### config.mk
export PLATFORM = sky130hd
export DESIGN_NAME = dot_matrix_scanner
export DESIGN_NICKNAME = d
export VERILOG_FILES = /design/src/rtl/dot_matrix_scanner.sv
export SDC_FILE = /design/constraint.sdc
export NUM_CORES = 1
export LEC_CHECK = 0
export ABC_AREA = 1
export BUFFER_PORTS_ARGS = -buffer_cell sky130_fd_sc_hd__buf_2
export CORE_ASPECT_RATIO = 0.7
export CORE_MARGIN = 4
export CORE_UTILIZATION = 43
export CTS_CLUSTER_SIZE = 24
export DETAILED_ROUTE_END_ITERATION = 12
export PLACE_DENSITY_LB_ADDON = 0.2
export SETUP_SLACK_MARGIN = 0.15
export SYNTH_ARGS = -nofsm -noshare
export SYNTH_HDL_FRONTEND = slang
export SYNTH_SLANG_ARGS = --single-unit
### constraint.sdc
create_clock -name clk -period 5.1 [get_ports clk]
set_input_delay 1.02 -clock clk [delete_from_list [all_inputs] [get_ports clk]]
set_output_delay 1.02 -clock clk [all_outputs]
set_load 0.02 [all_outputs]
### src/rtl/dot_matrix_scanner.sv
`default_nettype none
// ============================================================================
// Module      : dot_matrix_scanner
// Description : Row-scan sequencer for the 8x8 red/green dot matrix with a
//               double-buffered frame store, 8-level PWM brightness and
//               optional per-slot blanking (macro DOT_SCAN_BLANK_EN).
// Revision    : 1.0 - initial release
// ============================================================================
module dot_matrix_scanner #(
   parameter int CLK_DIV      = 1000,
   parameter int BLANK_CYCLES = 16
) (
   input  logic        clk,
   input  logic        rst_n,
   input  logic        enable,
   input  logic [63:0] frame_R,
   input  logic [63:0] frame_G,
   input  logic        frame_valid,
   output logic        frame_ready,
   input  logic [2:0]  brightness,
   output logic [7:0]  row_n,
   output logic [7:0]  col_R,
   output logic [7:0]  col_G,
   output logic        frame_done
);

   localparam int c_SLOT_W = $clog2(CLK_DIV);

`ifdef DOT_SCAN_BLANK_EN
   localparam int c_BLANK_LEN = BLANK_CYCLES;
`else
   // Blanking compiled out: every slot starts directly in DRIVE.
   localparam int c_BLANK_LEN = 0 * BLANK_CYCLES;
`endif

   localparam logic [1:0] c_IDLE  = 2'd0;
   localparam logic [1:0] c_BLANK = 2'd1;
   localparam logic [1:0] c_DRIVE = 2'd2;

   localparam logic [1:0]          c_SLOT_START = (c_BLANK_LEN == 0) ? c_DRIVE : c_BLANK;
   localparam logic [c_SLOT_W-1:0] c_SLOT_LAST  = c_SLOT_W'(CLK_DIV - 1);
   localparam logic [c_SLOT_W-1:0] c_BLANK_LAST = c_SLOT_W'(c_BLANK_LEN - 1);
   localparam logic [c_SLOT_W-1:0] c_SLOT_ONE   = c_SLOT_W'(1);

   logic [1:0]          r_state;
   logic [2:0]          r_row;
   logic [c_SLOT_W-1:0] r_slot;
   logic [2:0]          r_pwm;
   logic [63:0]         r_act_r;
   logic [63:0]         r_act_g;
   logic [63:0]         r_pend_r;
   logic [63:0]         r_pend_g;
   logic                r_pend_full;
   logic [7:0]          r_row_n;
   logic [7:0]          r_col_r;
   logic [7:0]          r_col_g;
   logic                r_frame_done;

   logic [1:0]          w_nxt_state;
   logic [2:0]          w_nxt_row;
   logic [c_SLOT_W-1:0] w_nxt_slot;
   logic [2:0]          w_nxt_pwm;
   logic                w_boundary;
   logic                w_xfer;
   logic [63:0]         w_act_r_nxt;
   logic [63:0]         w_act_g_nxt;
   logic                w_drive;
   logic                w_lit;
   logic [5:0]          w_idx;
   logic [7:0]          w_byte_r;
   logic [7:0]          w_byte_g;

   always_comb begin
      w_nxt_state = r_state;
      w_nxt_row   = r_row;
      w_nxt_slot  = r_slot;
      w_nxt_pwm   = r_pwm + 3'd1;
      if (!enable) begin
         w_nxt_state = c_IDLE;
         w_nxt_row   = 3'd0;
         w_nxt_slot  = '0;
         w_nxt_pwm   = 3'd0;
      end else if (r_state == c_IDLE) begin
         w_nxt_state = c_SLOT_START;
         w_nxt_row   = 3'd0;
         w_nxt_slot  = '0;
         w_nxt_pwm   = 3'd0;
      end else if (r_slot == c_SLOT_LAST) begin
         w_nxt_state = c_SLOT_START;
         w_nxt_row   = r_row + 3'd1;
         w_nxt_slot  = '0;
      end else begin
         w_nxt_slot = r_slot + c_SLOT_ONE;
         if ((r_state == c_BLANK) && (r_slot == c_BLANK_LAST)) begin
            w_nxt_state = c_DRIVE;
         end
      end
   end

   // Outputs are registered from next-state values so they line up with the
   // state they describe; the buffer swap happens on entry to row 0, slot 0.
   assign w_boundary  = (w_nxt_state != c_IDLE) && (w_nxt_row == 3'd0) && (w_nxt_slot == '0);
   assign w_xfer      = w_boundary && r_pend_full;
   assign w_act_r_nxt = w_xfer ? r_pend_r : r_act_r;
   assign w_act_g_nxt = w_xfer ? r_pend_g : r_act_g;
   assign w_drive     = (w_nxt_state == c_DRIVE);
   assign w_lit       = w_drive && (w_nxt_pwm <= brightness);
   assign w_idx       = {3'd7 - w_nxt_row, 3'b000};
   assign w_byte_r    = w_act_r_nxt[w_idx +: 8];
   assign w_byte_g    = w_act_g_nxt[w_idx +: 8];

   always_ff @(posedge clk or negedge rst_n) begin
      if (!rst_n) begin
         r_state      <= c_IDLE;
         r_row        <= 3'd0;
         r_slot       <= '0;
         r_pwm        <= 3'd0;
         r_act_r      <= 64'd0;
         r_act_g      <= 64'd0;
         r_pend_r     <= 64'd0;
         r_pend_g     <= 64'd0;
         r_pend_full  <= 1'b0;
         r_row_n      <= 8'hFF;
         r_col_r      <= 8'h00;
         r_col_g      <= 8'h00;
         r_frame_done <= 1'b0;
      end else begin
         r_state <= w_nxt_state;
         r_row   <= w_nxt_row;
         r_slot  <= w_nxt_slot;
         r_pwm   <= w_nxt_pwm;
         r_act_r <= w_act_r_nxt;
         r_act_g <= w_act_g_nxt;
         if (frame_valid && !r_pend_full) begin
            r_pend_r    <= frame_R;
            r_pend_g    <= frame_G;
            r_pend_full <= 1'b1;
         end else if (w_xfer) begin
            r_pend_full <= 1'b0;
         end
         r_row_n      <= w_drive ? ~(8'h01 << w_nxt_row) : 8'hFF;
         r_col_r      <= w_lit ? w_byte_r : 8'h00;
         r_col_g      <= w_lit ? w_byte_g : 8'h00;
         r_frame_done <= w_drive && (w_nxt_row == 3'd7) && (w_nxt_slot == c_SLOT_LAST);
      end
   end

   assign frame_ready = ~r_pend_full;
   assign row_n       = r_row_n;
   assign col_R       = r_col_r;
   assign col_G       = r_col_g;
   assign frame_done  = r_frame_done;

endmodule
`default_nettype wire

==> flow_summary.ini, run 1 <==
[status]
status = finished clean

[grt]
grt_pass1_vias = 9294
grt_remaining_overflow = 0
grt_max_degree = 94
grt_pass1_wl_um = 52500
grt_usage_pct = 20.3
antenna_found_initial = 0

[setup_path]
path_delay_family = simple AND/OR/NAND/NOR gates
endpoint_kind = flop
required_ps = 5600
cp_max_fo = 93
critPathSlowestCell = buf_4
crit_top_cell = nor2_1
critical_path.max_stage_delay_ps = 810
r2r-start = r_slot[0]$_DFF_PN0_
crit_path_start_kind = flop
critPathLaunch = r_slot[0]$_DFF_PN0_
worstSetupPathType = reg -> reg
cp.arrival_ps = 4060
critPathBufInv = 2
cp_cell_sequence = ha_1 > nand2_1 > inv_2 > nand3_2 > nand2_2 > nor2_1 > nor2_1 > nand3_1 > nor2_4 > buf_4 > nand3_1 > nand3_1 > o21ai_1 > nor2_1 > nor2_1 > nor2_1

[clock_tree]
cts_setup_buffers = 0
cts_tree = done
cts_root_buf = clkbuf_16
clk_pin_slew_ps = 60
cts.sinks = 300
cts_buffers = 30
cts_max_level = 1
clkLatencyLatePin_ps = 560
clockBufferDepth = 3
cts_resized = 0
hold_buffers = 0

[timing]
finalHoldViolCount = 0
min_period_ps = 3560
slew_headroom_pct = 28.7
rsz0062_at_grt = false
setup_viol = 0
slew_violations = 0
clock_skew_ps = 10.4
holdWs_ps = 454
period_share_pct = 69.8
fmax_mhz = 281
worstMarginPinSlew_ps = 1070
fin_setup_tns_ps = 0

[synth]
async_flop_share_pct = 100
syn_nets = 1434
netlist-cell-type-count = 32
ys_ff_latch = 300
synthFlopType = dfrtp_1
seq_area_frac_synth_pct = 58.9
synth_edf_count = 0
syn_area_sq_um = 12800
syn_inst = 1293
synth-warning-count = 0
syn_avg_cell_area_sq_um = 9.86

[routing]
ant_nets = 0
dr.pass1.iters = 5
drt_iter0_drc = 826
routed_wl_um = 33500
num_vias = 9440
wire_per_inst_um = 18.2
via_per_inst = 5.14
drc = 0

[die]
design.die.area_sq_um = 32500
pin_count = 161
initial_utilization_pct = 43.8
die_w_um = 214
core_sq_um = 29100
die_h_um = 152
num_rows = 52

[placement]
io_buffers = 160
dp_hpwl_um = 22400
gp_congestion = 0.841

[cells_and_area]
fill_cells = 2676
syn2layout_area_growth_pct = 17.1
drive_above_1_share_pct = 25.9
diodes = 0
fin_nets = 1574

[min_path]
min_path_type = reg -> reg
hold_start = r_pwm[0]$_DFF_PN0_

[power_and_ir_drop]
ir_drop_mv = 0.263
leakagePower_nw = 7.62
power_density_nw_per_um2 = 561

[run]
maxCapViolations = 0
layout by cell type (no fill, tap or decap), types with 2 or more instances in the layout:
cell type	count
nand2_4	2
dfstp_2	8
nor2_1	75
ha_1	6
nand3_1	216
o21ai_1	31
xnor2_1	2
o21ai_0	3
clkbuf_16	31
and2_1	3
nor2_4	4
clkbuf_1	2
buf_4	10
mux2_2	125
bufinv_16	3
nor3_1	3
inv_2	4
clkinv_2	12
a21oi_1	5
dfrtp_1	292
nand2_1	397
clkbuf_8	8
nand2_2	2
buf_2	159
nor2_2	3
nand4_1	2
buf_12	5
inv_1	34
nand3b_1	2
synth_stat cells (all sizes together), types with 2 or more instances:
library cell,instances,share of area [%]
a21oi,5,0.20
and2,3,0.15
buf,45,2.2
clkbuf,22,0.65
dfrtp,292,57
dfstp,8,1.6
ha,6,0.59
inv,38,1.1
mux2,125,11
nand2,401,12
nand3,217,8.6
nand3b,2,0.12
nand4,2,0.098
nor2,82,2.6
nor3,3,0.12
o21ai,34,1.3
xnor2,2,0.14
flip-flops by register name, summed over array words and instances, names as in the netlist:
register	flops
frame_done	1
r_pwm	3
r_pend_full	1
r_state	2
col_G	8
r_pend_r	64
col_R	8
r_slot	10
r_pend_g	64
r_row	3
row_n	8
r_act_g	64
r_act_r	64
path summary, 6_finish.rpt:
check                      depth (start not counted)  slack, ps                        to
setup / recovery                                  16       1540        col_G[5]$_DFF_PN0_
hold / removal                                     1        450        r_pwm[0]$_DFF_PN0_
setup reg to reg                                  16       1540        col_G[5]$_DFF_PN0_
hold reg to reg                                    1        450        r_pwm[0]$_DFF_PN0_
max in group asynchronous                          2       3570     r_act_g[14]$_DFF_PN0_
min in group asynchronous                          1        460  r_pend_r[35]$_DFFE_PN0P_
final cells by class:
cell class | instances | area (sq um) | area share, %
Timing Repair Buffer | 175 | 986 | 6.61
Multi-Input combinational cell | 887 | 4760 | 31.9
Inverter | 39 | 146 | 0.981
Tap cell | 378 | 473 | 3.17
Sequential cell | 300 | 7520 | 50.4
Clock buffer | 41 | 893 | 5.98
Clock inverter | 15 | 150 | 1.01
kinds of logic (layout without fill, tap and decap cells):
| group | after synthesis | count (layout) | synth area share [%] |
|---|---|---|---|
| adders and majority gates | 6 | 6 | 0.589 |
| xor gates and xnor gates | 3 | 3 | 0.206 |
| buffers and inverters | 106 | 270 | 3.97 |
| DFF | 300 | 300 | 58.9 |
| AOI/OAI and AO/OA | 42 | 42 | 1.73 |
| and+or+nand+nor | 711 | 711 | 23.5 |
| muxes | 125 | 125 | 11.0 |
report_power, final:
part / total (mW) / switching (mW) / internal [mW]
Sequential: 3.92 / 0.517 / 3.41
Clock: 2.31 / 0.939 / 1.37
Combinational: 2.14 / 1.21 / 0.937
Total: 8.38 / 2.66 / 5.71
metal layers:
metal  share of wire [%]  track usage [%]
met4                 1.9             4.23
met5                   0                0
met3                 5.6             4.35
met1                  49             32.4
met2                  43             28.3
metrics by stage:
stage               setup slack, ps  instance area, sq um  instances  util [%]  power, mW
detailed placement             1300                 13900       1779      47.7       6.11
CTS                            1570                 14900       1835      51.3       8.45
global route                   1190                 14900       1835      51.3       8.93
finish                         1540                 14900       1835      51.3       8.38
floorplan                      2450                 12800       1293         -       5.38
global placement               1350                 13900       1779      47.7       6.04
No activity file was read; power rests on OpenSTA's default activity.
==> run 2, diff against run 1 <==
- clock period: 5.1 -> 3.2 ns (I/O delays scaled with it)
==> flow_summary.ini, run 2 (synthesized netlist as in run 1, its figures left out) <==
[power_and_ir_drop]
internal_power_mw = 9.18
leakagePower_nw = 7.74
total_power_mw = 13.5
pwr-share-seq_pct = 46.2
ir_drop_mv = 0.335
switching_share_pct = 32.0
clock_power_share_pct = 26.9
p_comb_share_pct = 26.9
power_density_nw_per_um2 = 887
power_switching_mw = 4.32

[die]
die_h_um = 152
core_sq_um = 29100
die_w_um = 214
initial_utilization_pct = 43.8
num_rows = 52
design.die.area_sq_um = 32500
pin_count = 161

[timing]
period_share_pct = 89.4
fmax_mhz = 350
slew_headroom_pct = 50.0
min_period_ps = 2860
finalHoldViolCount = 0
clock_skew_ps = 13.6
slew_violations = 0
rsz0062_at_grt = true
fin_setup_tns_ps = 0
setup_viol = 0
worstMarginPinSlew_ps = 749

[cells_and_area]
fill_cells = 2620
final-instance-count-excl-fill = 1853
most-common-layout-cells = 396 x nand2_1, 292 x dfrtp_1, 215 x nand3_1
layout_commonest_cell = nand2_1
final_area_sq_um = 15200
fin_nets = 1595
diodes = 0
syn2layout_area_growth_pct = 19.3
drive_above_1_share_pct = 27.3

[grt]
antenna_found_initial = 1
grt_pass1_vias = 9480
grt_usage_pct = 21.2
grt_pass1_wl_um = 54600
grt_max_degree = 92
grt_remaining_overflow = 0

[setup_path]
endpoint_kind = flop
cp.arrival_ps = 3310
path_delay_family = simple AND/OR/NAND/NOR gates
critPathBufInv = 3
required_ps = 3650
cp_cell_sequence = ha_1 > nand2_1 > inv_2 > nand3_2 > nand2_1 > nand2_1 > nand2_2 > nor2_1 > clkinvlp_4 > buf_4 > o21ai_1 > nor2_4 > nor2_1 > nor2_1
crit_path_start_kind = flop
cp_max_fo = 8
r2r-start = r_slot[0]$_DFF_PN0_
critPathSlowestCell = nor2_1
critical_path.max_stage_delay_ps = 480
worstSetupPathType = reg -> reg
critPathLaunch = r_slot[0]$_DFF_PN0_

[placement]
gp_congestion = 0.849
place_inst = 1796
io_buffers = 160
dp_hpwl_um = 23900
placed_area_sq_um = 14100

[routing]
via_per_inst = 5.25
drt_iter0_drc = 689
num_vias = 9719
ant_nets = 0
wire_per_inst_um = 18.9
drc = 0
routed_wl_um = 35100
dr.pass1.iters = 7

[clock_tree]
hold_buffers = 0
cts_root_buf = clkbuf_16
clockBufferDepth = 3
cts_max_level = 1
clkLatencyLatePin_ps = 560
cts.sinks = 300
cts_tree = done
cts_buffers = 29
clk_pin_slew_ps = 70

[min_path]
min_path_type = in -> async

[status]
status = finished clean

[run]
maxCapViolations = 0
-- run 2: cell count changes in the layout (fill, tap and decap cells not counted), sizes merged --
cell,change
bufinv,+2
buf,+20
clkbuf,-2
clkinv,-4
clkinvlp,+2
-- run 2: repair_timing --
| action | 4_1_cts | 5_1_grt |
|---|---|---|
| setup buffers | 0 | 3 |
| setup endpoints to repair | 2 | 15 |
| resized for setup | 1 | 15 |
| cloned | 0 | 2 |
| pin swaps | 0 | 1 |
-- run 2: through the flow --
step	utilization (%)	setup WS [ps]	hold WS, ps
after floorplan	-	925	344
after global placement	48.4	83.1	440
after detailed placement	48.4	26.9	453
after CTS	51.9	169	138
after global routing	52.3	127	169
final	52.3	340	135
-- run 2: path summary, 6_finish.rpt --
kind                                            end  slack, ps  cells past startpoint
setup / recovery                 col_G[5]$_DFF_PN0_        340                     14
hold / removal             r_pend_g[41]$_DFFE_PN0P_        130                      1
setup reg to reg                 col_G[5]$_DFF_PN0_        340                     14
hold reg to reg               r_act_r[43]$_DFF_PN0_        470                      2
max in group asynchronous  r_pend_g[16]$_DFFE_PN0P_       2170                      2
min in group clk            r_pend_r[9]$_DFFE_PN0P_        310                      2
-- run 2: layout make-up --
class / count / area [sq um] / share of cell area, %
clock buffers: 37 / 796 / 5.23
inverters: 39 / 154 / 1.01
multi-input cells: 887 / 4790 / 31.5
flip-flops and latches: 300 / 7520 / 49.4
repair buffers: 197 / 1280 / 8.39
clock inverters: 15 / 210 / 1.38
well taps: 378 / 473 / 3.11
-- run 2: worst register-to-register path: stages (launching register included) --
cell and delay [ps]:
dfrtp_1 430, ha_1 230, nand2_1 160, inv_2 70, nand3_2 130, nand2_1 70
nand2_1 140, nand2_2 110, nor2_1 480, clkinvlp_4 190, buf_4 200, o21ai_1 240
nor2_4 90, nor2_1 150, nor2_1 60
-- run 2: routing by layer --
metal | GRT usage (%) | vias up | part of all wire, %
met3 | 3.87 | 49 | 6.1
met5 | 0 | - | 0
li1 | - | 4570 | -
met4 | 3.81 | 0 | 1.9
met2 | 30.3 | 270 | 44
met1 | 33.9 | 4830 | 48
-- run 2: power groups by stage --
stage	logic, mW	registers, mW	clock network, mW
6_report	3.63	6.24	3.64
5_1_grt	4.08	6.38	3.90
4_1_cts	3.57	6.23	3.72
3_5_place_dp	3.55	6.29	0
3_3_place_gp	3.43	6.27	0
2_1_floorplan	2.59	5.98	0
